--- src/rtl/reg_file_sb.sv ---
// reg_file_sb: 32 x 32-bit register file with same-cycle write-back bypass
// and a per-register 2-bit scoreboard of outstanding producers.
// Register 0 is hard-wired to zero and never has a pending producer.
// Reset is synchronous and active-high; it clears storage, counts and the
// sticky overflow flag, and inputs presented in a reset cycle are ignored.

module reg_file_sb (
    input  logic        clk,
    input  logic        reset,
    // write-back port from the MEM/WB stage
    input  logic        wb_regwrite,
    input  logic [4:0]  wb_rd,
    input  logic [31:0] wb_rd_data,
    // decode-stage read ports
    input  logic [4:0]  id_rs,
    input  logic [4:0]  id_rt,
    // issue port: instruction leaving decode with a register destination
    input  logic        issue_valid,
    input  logic [4:0]  issue_rd,
    // read data and hazard status
    output logic [31:0] rs_data,
    output logic [31:0] rt_data,
    output logic        rs_busy,
    output logic        rt_busy,
    output logic [5:0]  pending_cnt,
    output logic        sb_ovf,
    // debug read port, raw stored value with no bypass
    input  logic [4:0]  dbg_addr,
    output logic [31:0] dbg_data
);

    localparam int unsigned NUM_REGS = 32;
    localparam logic [1:0]  CNT_MAX  = 2'd3;

    typedef logic [31:0] word_t;
    typedef logic [1:0]  cnt_t;

    // ------------------------------------------------------------------
    // Qualified write-back and issue strobes (register 0 never counts)
    // ------------------------------------------------------------------
    logic wb_en;
    logic issue_en;

    assign wb_en    = wb_regwrite && (wb_rd != 5'd0);
    assign issue_en = issue_valid && (issue_rd != 5'd0);

    // ------------------------------------------------------------------
    // Register storage
    // ------------------------------------------------------------------
    word_t regs [NUM_REGS];

    // Store write-back data; reset clears every entry.
    // NOTE: the array is built from resettable flops rather than a RAM
    // macro because a reset must clear all 31 registers in one edge; a
    // RAM could only be cleared by a multi-cycle sweep.
    always_ff @(posedge clk) begin
        if (reset) begin
            for (int i = 0; i < NUM_REGS; i++) begin
                // NOTE: sequential state always takes <=, so every reader
                // in this edge sees the pre-edge value regardless of the
                // order in which the always blocks are evaluated.
                regs[i] <= '0;
            end
        end else if (wb_en) begin
            regs[wb_rd] <= wb_rd_data;
        end
    end

    // Stored value of a register; entry 0 is forced to zero on every port.
    function automatic word_t stored_word(input logic [4:0] addr,
                                          input word_t     raw);
        return (addr == 5'd0) ? '0 : raw;
    endfunction

    // Value seen by decode: the in-flight write-back wins over storage.
    function automatic word_t read_word(input logic [4:0] addr,
                                        input word_t     raw,
                                        input logic      wen,
                                        input logic [4:0] waddr,
                                        input word_t     wdata);
        if (wen && (waddr == addr)) begin
            return wdata;
        end
        return stored_word(addr, raw);
    endfunction

    assign rs_data  = read_word(id_rs, regs[id_rs], wb_en, wb_rd, wb_rd_data);
    assign rt_data  = read_word(id_rt, regs[id_rt], wb_en, wb_rd, wb_rd_data);
    assign dbg_data = stored_word(dbg_addr, regs[dbg_addr]);

    // ------------------------------------------------------------------
    // Scoreboard: one 2-bit outstanding-producer count per register.
    // Counts live in a packed vector, two bits per register, so they can
    // be selected by a 5-bit address; slot 0 is a constant zero.
    // ------------------------------------------------------------------
    logic [2*NUM_REGS-1:0] cnt_flat;
    logic [NUM_REGS-1:0]   sat_hit;

    assign cnt_flat[1:0] = 2'b00;
    assign sat_hit[0]    = 1'b0;

    for (genvar r = 1; r < NUM_REGS; r++) begin : g_cnt
        cnt_t cnt_q;
        cnt_t cnt_d;
        logic dec_hit;
        logic inc_hit;

        // A write-back only retires a producer when one is outstanding.
        assign dec_hit = wb_en && (wb_rd == 5'(r)) && (cnt_q != 2'd0);
        assign inc_hit = issue_en && (issue_rd == 5'(r));

        // Next count: matched issue and retire cancel; saturate at 3.
        always_comb begin
            // NOTE: default first, so every path assigns cnt_d and no
            // latch is inferred.
            cnt_d = cnt_q;
            if (inc_hit && dec_hit) begin
                cnt_d = cnt_q;
            end else if (dec_hit) begin
                cnt_d = cnt_q - 2'd1;
            end else if (inc_hit && (cnt_q != CNT_MAX)) begin
                cnt_d = cnt_q + 2'd1;
            end
        end

        // An issue to a saturated register with no same-cycle retire.
        assign sat_hit[r] = inc_hit && !dec_hit && (cnt_q == CNT_MAX);

        // Count register; reset discards every in-flight producer.
        always_ff @(posedge clk) begin
            if (reset) begin
                cnt_q <= 2'd0;
            end else begin
                cnt_q <= cnt_d;
            end
        end

        assign cnt_flat[2*r +: 2] = cnt_q;
    end

    // Sticky overflow: set by any saturated issue, cleared only by reset.
    always_ff @(posedge clk) begin
        if (reset) begin
            sb_ovf <= 1'b0;
        end else if (|sat_hit) begin
            sb_ovf <= 1'b1;
        end
    end

    // ------------------------------------------------------------------
    // Busy: a source is busy while it has a producer, unless the only
    // remaining producer is writing back this very cycle (its value then
    // arrives through the bypass). A same-cycle issue is not visible yet.
    // ------------------------------------------------------------------
    cnt_t rs_cnt;
    cnt_t rt_cnt;

    assign rs_cnt = cnt_flat[{id_rs, 1'b0} +: 2];
    assign rt_cnt = cnt_flat[{id_rt, 1'b0} +: 2];

    function automatic logic busy_of(input logic [4:0] addr,
                                     input cnt_t       cnt,
                                     input logic       wen,
                                     input logic [4:0] waddr);
        logic last_retiring;
        last_retiring = wen && (waddr == addr) && (cnt == 2'd1);
        return (cnt != 2'd0) && !last_retiring;
    endfunction

    assign rs_busy = busy_of(id_rs, rs_cnt, wb_regwrite, wb_rd);
    assign rt_busy = busy_of(id_rt, rt_cnt, wb_regwrite, wb_rd);

    // Number of registers with at least one outstanding producer.
    always_comb begin
        pending_cnt = 6'd0;
        for (int r = 1; r < NUM_REGS; r++) begin
            pending_cnt = pending_cnt + 6'(|cnt_flat[2*r +: 2]);
        end
    end

endmodule

--- config.mk ---
export PLATFORM = sky130hd
export DESIGN_NAME = reg_file_sb
export DESIGN_NICKNAME = d
export VERILOG_FILES = /design/src/rtl/reg_file_sb.sv
export SDC_FILE = /design/constraint.sdc
export NUM_CORES = 2
export LEC_CHECK = 0
export ABC_CLOCK_PERIOD_IN_PS = 5800
export CORE_MARGIN = 3
export CORE_UTILIZATION = 40
export CTS_CLUSTER_DIAMETER = 40
export CTS_CLUSTER_SIZE = 12
export DETAILED_ROUTE_END_ITERATION = 8
export GPL_ROUTABILITY_DRIVEN = 0
export PLACE_DENSITY = 0.67
export SKIP_CTS_REPAIR_TIMING = 1
export SLEW_MARGIN = 20
export SYNTH_ARGS = -nofsm -noshare
export SYNTH_HDL_FRONTEND = slang
export SYNTH_SLANG_ARGS = --single-unit
--- constraint.sdc ---
create_clock -name clk -period 5.8 [get_ports clk]
set_clock_uncertainty 0.15 [all_clocks]
set_input_delay 1.16 -clock clk [delete_from_list [all_inputs] [get_ports clk]]
set_output_delay 1.16 -clock clk [all_outputs]
set_load 0.005 [all_outputs]
**Word-level counts from Yosys, hierarchy flattened**

Memory sizes are Yosys's and may differ from the RTL's.
Index checks and enable logic that the tools add are counted.

- Output and inout port bits: 105
- Register bits after elaboration: 63
- Bits in writable memories: 1024
- Memories: 1
- Input port bits: 61

Memory list:

| name | words | bits a word | rd ports | clocked after memory_dff | wr ports | line | text |
|---|---|---|---|---|---|---|---|
| regs | 32 | 32 | 3 | 0 | 32 | 50 | `word_t regs [NUM_REGS];` |

- Shifts and indexed selects: 2
- Add/subtract/negate cells: 92
- Equal/unequal tests: 128
- Reductions and logical operators: 393
- Mux-type cells: 79
- Bitwise logic cells: 31

Operators with widths:

| operator | number |
|---|---|
| 32-bit two-way mux | 8 |
| 1-bit logical AND | 227 |
| 5-bit == test, second input constant | 32 |
| 6-bit by 1-bit adder with 6-bit output | 25 |
| 2-bit nonzero test | 64 |
| 64-bit by 7-bit variable part select with 2-bit output | 2 |
| 2-bit two-way mux | 62 |
| 5-bit by 4-bit == test with 1-bit output, second input constant | 16 |
| 2-bit by 1-bit adder with 2-bit output, second input constant | 31 |
| 2-bit == test, second input constant | 31 |
| 2-bit inequality test, second input constant | 31 |
| 2-bit AND reduction | 31 |
| 2-bit OR reduction | 31 |
| 2-bit by 1-bit subtractor with 2-bit output, second input constant | 31 |
| 5-bit by 3-bit == test with 1-bit output, second input constant | 8 |
| 1-bit zero test | 33 |
| 32-bit OR reduction | 1 |
| 1-bit inverter | 31 |
| 31-bit OR reduction | 1 |
| 5-bit by 2-bit == test with 1-bit output, second input constant | 4 |
| 5-bit zero test | 3 |
| 5-bit by 1-bit == test with 1-bit output, second input constant | 2 |
| 5-bit == test | 2 |
| 5-bit nonzero test | 2 |
| other kinds (8) | 16 |

**Depth between registers and ports, before layout**

- Depth after elaboration: 31
- Mapped depth: 17
- Depth with buffers taken out: 16

**Least setup slack after synthesis**

No wires, ideal clock.

- Path type: reg2out
- Start: register g_cnt[19].cnt_q[0]
- End: output pending_cnt[4]
- Data arrival time: 5072 ps
- Setup slack: -582 ps
- Data required time: 4490 ps
- Buffers on the path: 1
- Cell stages (with the launch flop): 16
- Cells stage by stage: dfxtp_1 clkbuf_1 or2_2 fa_1 fa_1 inv_1 fa_1 fa_1 fa_1 fa_1 inv_1 fa_1 fa_1 a21o_1 a21oi_1 xnor2_1

- Word-level cells in the longest chain between the ends: 14

RTL lines:

| item | line | text |
|---|---|---|
| start, declared | 103 | `cnt_t cnt_q;` |
| start signal, assigned | 134 | `cnt_q <= cnt_d;` |
| 2-bit OR reduction | 177 | `pending_cnt = pending_cnt + 6'(\|cnt_flat[2*r +: 2]);` |
| 6-bit by 1-bit adder with 6-bit output (13 in a row) | 177 |  |
| end, declared | 25 | `output logic [5:0] pending_cnt,` |

Every way passes these cells.

**Worst setup path after layout**

- Start: register g_cnt[19].cnt_q[1]
- End: output pending_cnt[4]

The elaborated chain is that of the path after synthesis.

==> results.md <==
* Status: finished with violations
* Failing checks: negative setup slack
* CTS HTree Levels at 4
* Mean Syn Cell Area at 12.5 um2
* Final Util at 46.6%
* Synth Cell Area at 0.0697 mm2
* Initial antenna violation count at 16
* Sw frac at 28.7%
* First-pass GRT wire length at 421000 um
* Library cells used by synthesis at 72
* Async SR Flop Fraction at 0%
* CP endpoint kind: output port
* Reg2reg setup slack at 4.10 ns
* Headroom to the max-slew limit at 17.0%
* Count of warnings emitted by yosys at 0
* Core area at 0.172 mm2
* Fin Setup TNS at -5.99 ns
* Tcrit/Tclk final at 120%
* Int Power at 0.0160 W
* Min-delay src: g_cnt[3].cnt_q[0]$_SDFFE_PP0P_
* DR vias at 59100
* TritonCTS Buffers at 143
* Pwr/cell area at 279 mW/mm2
* Psw at 0.00644 W
* Most frequent cells in the layout: edfxtp_1, nor3_1, mux4_2
* Die ar. at 0.179 mm2
* Setup-failing EPs final at 6
* Fmax at 143 MHz
* Leakage at 26.3 nW
* Rows at 152
* Fin. Hold Viols at 0
* Final Instance Area at 0.0803 mm2
* Crit path kind: register to output port
* Share of layout cells above drive strength 1 at 25.9%
* Final #Nets at 5646
* Clock power share at 40.1%
* Later-pin clock latency in the skew report at 0.80 ns
* Worst Path Arrival at 5.68 ns
* TritonCTS clock tree: yes
* Grt ovf at 0
* Yosys reg bits at 1087
* Largest fanout on the critical path at 2
* Vias in the first global route at 57100
* Starting DRC count in detailed routing at 10400
* CP Launch Type: register
* Cell count after synthesis at 5558
* Met1 Usage GRT at 37.9%
* Tmin final at 6.99 ns
* Root Driver: clkbuf_16
* FF-to-FF Start: g_cnt[1].cnt_q[0]$_SDFFE_PP0P_
* CTS Sinks at 1087
* Main flop type after synthesis: edfxtp_1
* RSZ-0062 raised after global routing: yes
* Initial Utilization at 40.4%
* Combinational share of power at 18.3%
* Flop pwr share at 41.6%
* Gr usage total at 32.7%
* Hpwl dp at 174000 um
* Routed WL at 302000 um
* GRT met2 Usage at 47.6%
* Clock buffer depth at 3
* Place WS at -0.936 ns
* Die height at 423 um
* Fillers at 15000
* Die W at 423 um
* Max cap viols at 0
* Slew of the pin with the lowest slew margin at 1.24 ns
* Worst Hold Path Cells at 2
* Drt pass-1 iters at 8
* Required time of the critical path at 4.49 ns
* WL/cell at 37.8 um
* Hold Path End: g_cnt[3].cnt_q[0]$_SDFFE_PP0P_
* Largest net degree at the start of global routing at 205
* Port bufs at 165
* Worst hold slack at 0.441 ns
* I/O pin count at 166
* Most common cell after layout, fill and taps aside: edfxtp_1
* Post-synthesis sequential area ratio at 46.0%
* Worst r2r path cells at 5
* Hold Crit Class: register to register
* VDD IR max at 0.000339 V
* Antenna Violating Nets Remaining at 0
* Placement Cell Area at 0.0756 mm2
* Via-to-Cell Ratio at 7.41
* Met3 Use GR at 12.2%
* Final worst slack at -1.19 ns
* FF-to-FF End: sb_ovf$_SDFFE_PP0P_
* CTS clk-pin slew, worst paths at 0.05 ns
* EDFF count, synth at 1024
* Final Max Tran Viols at 0
* Drt drc at 0
* Gr busiest metal: met2
* Synth-to-Final Area Change at 15.3%
-- layer usage --
| metal | up-vias | wire length, um |
|---|---|---|
| li1 | 22500 | - |
| met3 | 1762 | 46600 |
| met1 | 28900 | 94300 |
| met4 | 18 | 31400 |
| met5 | - | 118 |
| met2 | 5922 | 129000 |
-- cell usage after synthesis (30+ instances only) --
| library cell | number | area, um2 |
|---|---|---|
| o311ai_1 | 30 | 263 |
| o21ai_0 | 189 | 946 |
| a221o_1 | 31 | 310 |
| dfxtp_1 | 63 | 1260 |
| mux2_2 | 136 | 1530 |
| nor4_1 | 34 | 213 |
| inv_1 | 58 | 218 |
| nor3_1 | 937 | 4690 |
| buf_2 | 104 | 521 |
| edfxtp_1 | 1024 | 30700 |
| mux2i_1 | 414 | 4140 |
| nand3_1 | 37 | 185 |
| mux4_2 | 616 | 13900 |
| a211oi_1 | 32 | 240 |
| or3_1 | 64 | 400 |
| o31ai_1 | 33 | 248 |
| clkbuf_1 | 523 | 1960 |
| nand2b_1 | 38 | 238 |
| nand2_1 | 91 | 342 |
| buf_4 | 37 | 278 |
| a21oi_1 | 230 | 1150 |
| nor2_1 | 256 | 961 |
| and2_1 | 80 | 500 |
| a221oi_1 | 234 | 2050 |
| buf_1 | 32 | 120 |
-- registers in the layout, indices dropped and copies added (netlist names) --
name,cells
regs,1024
g_cnt.cnt_q,62
sb_ovf,1
-- logic make-up after synthesis --
family / after synthesis / share of synthesized area (%)
AND/OR/NAND/NOR: 1634 / 11.9
adder cells (fa/ha/maj): 30 / 0.787
AO/OA/AOI/OAI: 862 / 8.58
multiplexers: 1166 / 28.1
buffers and inverters: 766 / 4.61
flip-flops: 1087 / 46.0
other: 1 / 0.00538
XOR/XNOR: 12 / 0.151
-- worst max-delay path, stage by stage, from the launching register on --
cell and delay, ns:
dfxtp_2 0.32, or2_4 0.25, fa_1 0.51, fa_1 0.52, inv_2 0.05, fa_1 0.55
fa_1 0.44, fa_1 0.46, fa_1 0.49, inv_1 0.05, fa_2 0.35, fa_2 0.35
a21o_1 0.17, a21oi_2 0.12, xnor2_1 0.12, buf_2 0.13
-- worst max path at each step --
stage                                          startpoint             end  slack [ns]  cells past startpoint
after floorplan            g_cnt[7].cnt_q[0]$_SDFFE_PP0P_  pending_cnt[4]       -0.35                     15
after global placement     g_cnt[9].cnt_q[1]$_SDFFE_PP0P_  pending_cnt[4]       -0.93                     15
after detailed placement   g_cnt[9].cnt_q[1]$_SDFFE_PP0P_  pending_cnt[4]       -0.94                     15
after CTS                  g_cnt[9].cnt_q[1]$_SDFFE_PP0P_  pending_cnt[4]       -1.77                     15
after global routing      g_cnt[19].cnt_q[1]$_SDFFE_PP0P_  pending_cnt[4]       -1.34                     15
final                     g_cnt[19].cnt_q[1]$_SDFFE_PP0P_  pending_cnt[4]       -1.19                     15
-- power by group through the flow --
stage	Clock, W	Sequential (W)	Combinational (W)
6_report	0.00899	0.00934	0.00410
3_3_place_gp	0	0.00942	0.00390
5_1_grt	0.00926	0.00937	0.00414
4_1_cts	0.00893	0.00931	0.00394
2_1_floorplan	0	0.00936	0.00223
3_5_place_dp	0	0.00947	0.00392
-- final cells by class --
cell class              count  area (um2)  share of cell area (%)
diodes                     16        40.0                  0.0499
clock buffers             163        3760                    4.68
clock inverters            87         930                    1.16
inverters                  59         223                   0.277
multi-input cells        3736       35000                    43.6
flip-flops and latches   1087       32000                    39.9
well taps                2310        2890                    3.60
repair buffers            528        5480                    6.82
-- metrics by stage --
step / power, W / cells
final: 0.0224 / 7986
after global routing: 0.0228 / 7970
after CTS: 0.0222 / 7969
after detailed placement: 0.0134 / 7719
after global placement: 0.0133 / 7719
after floorplan: 0.0116 / 5589
No activity file was read; power rests on OpenSTA's default activity.
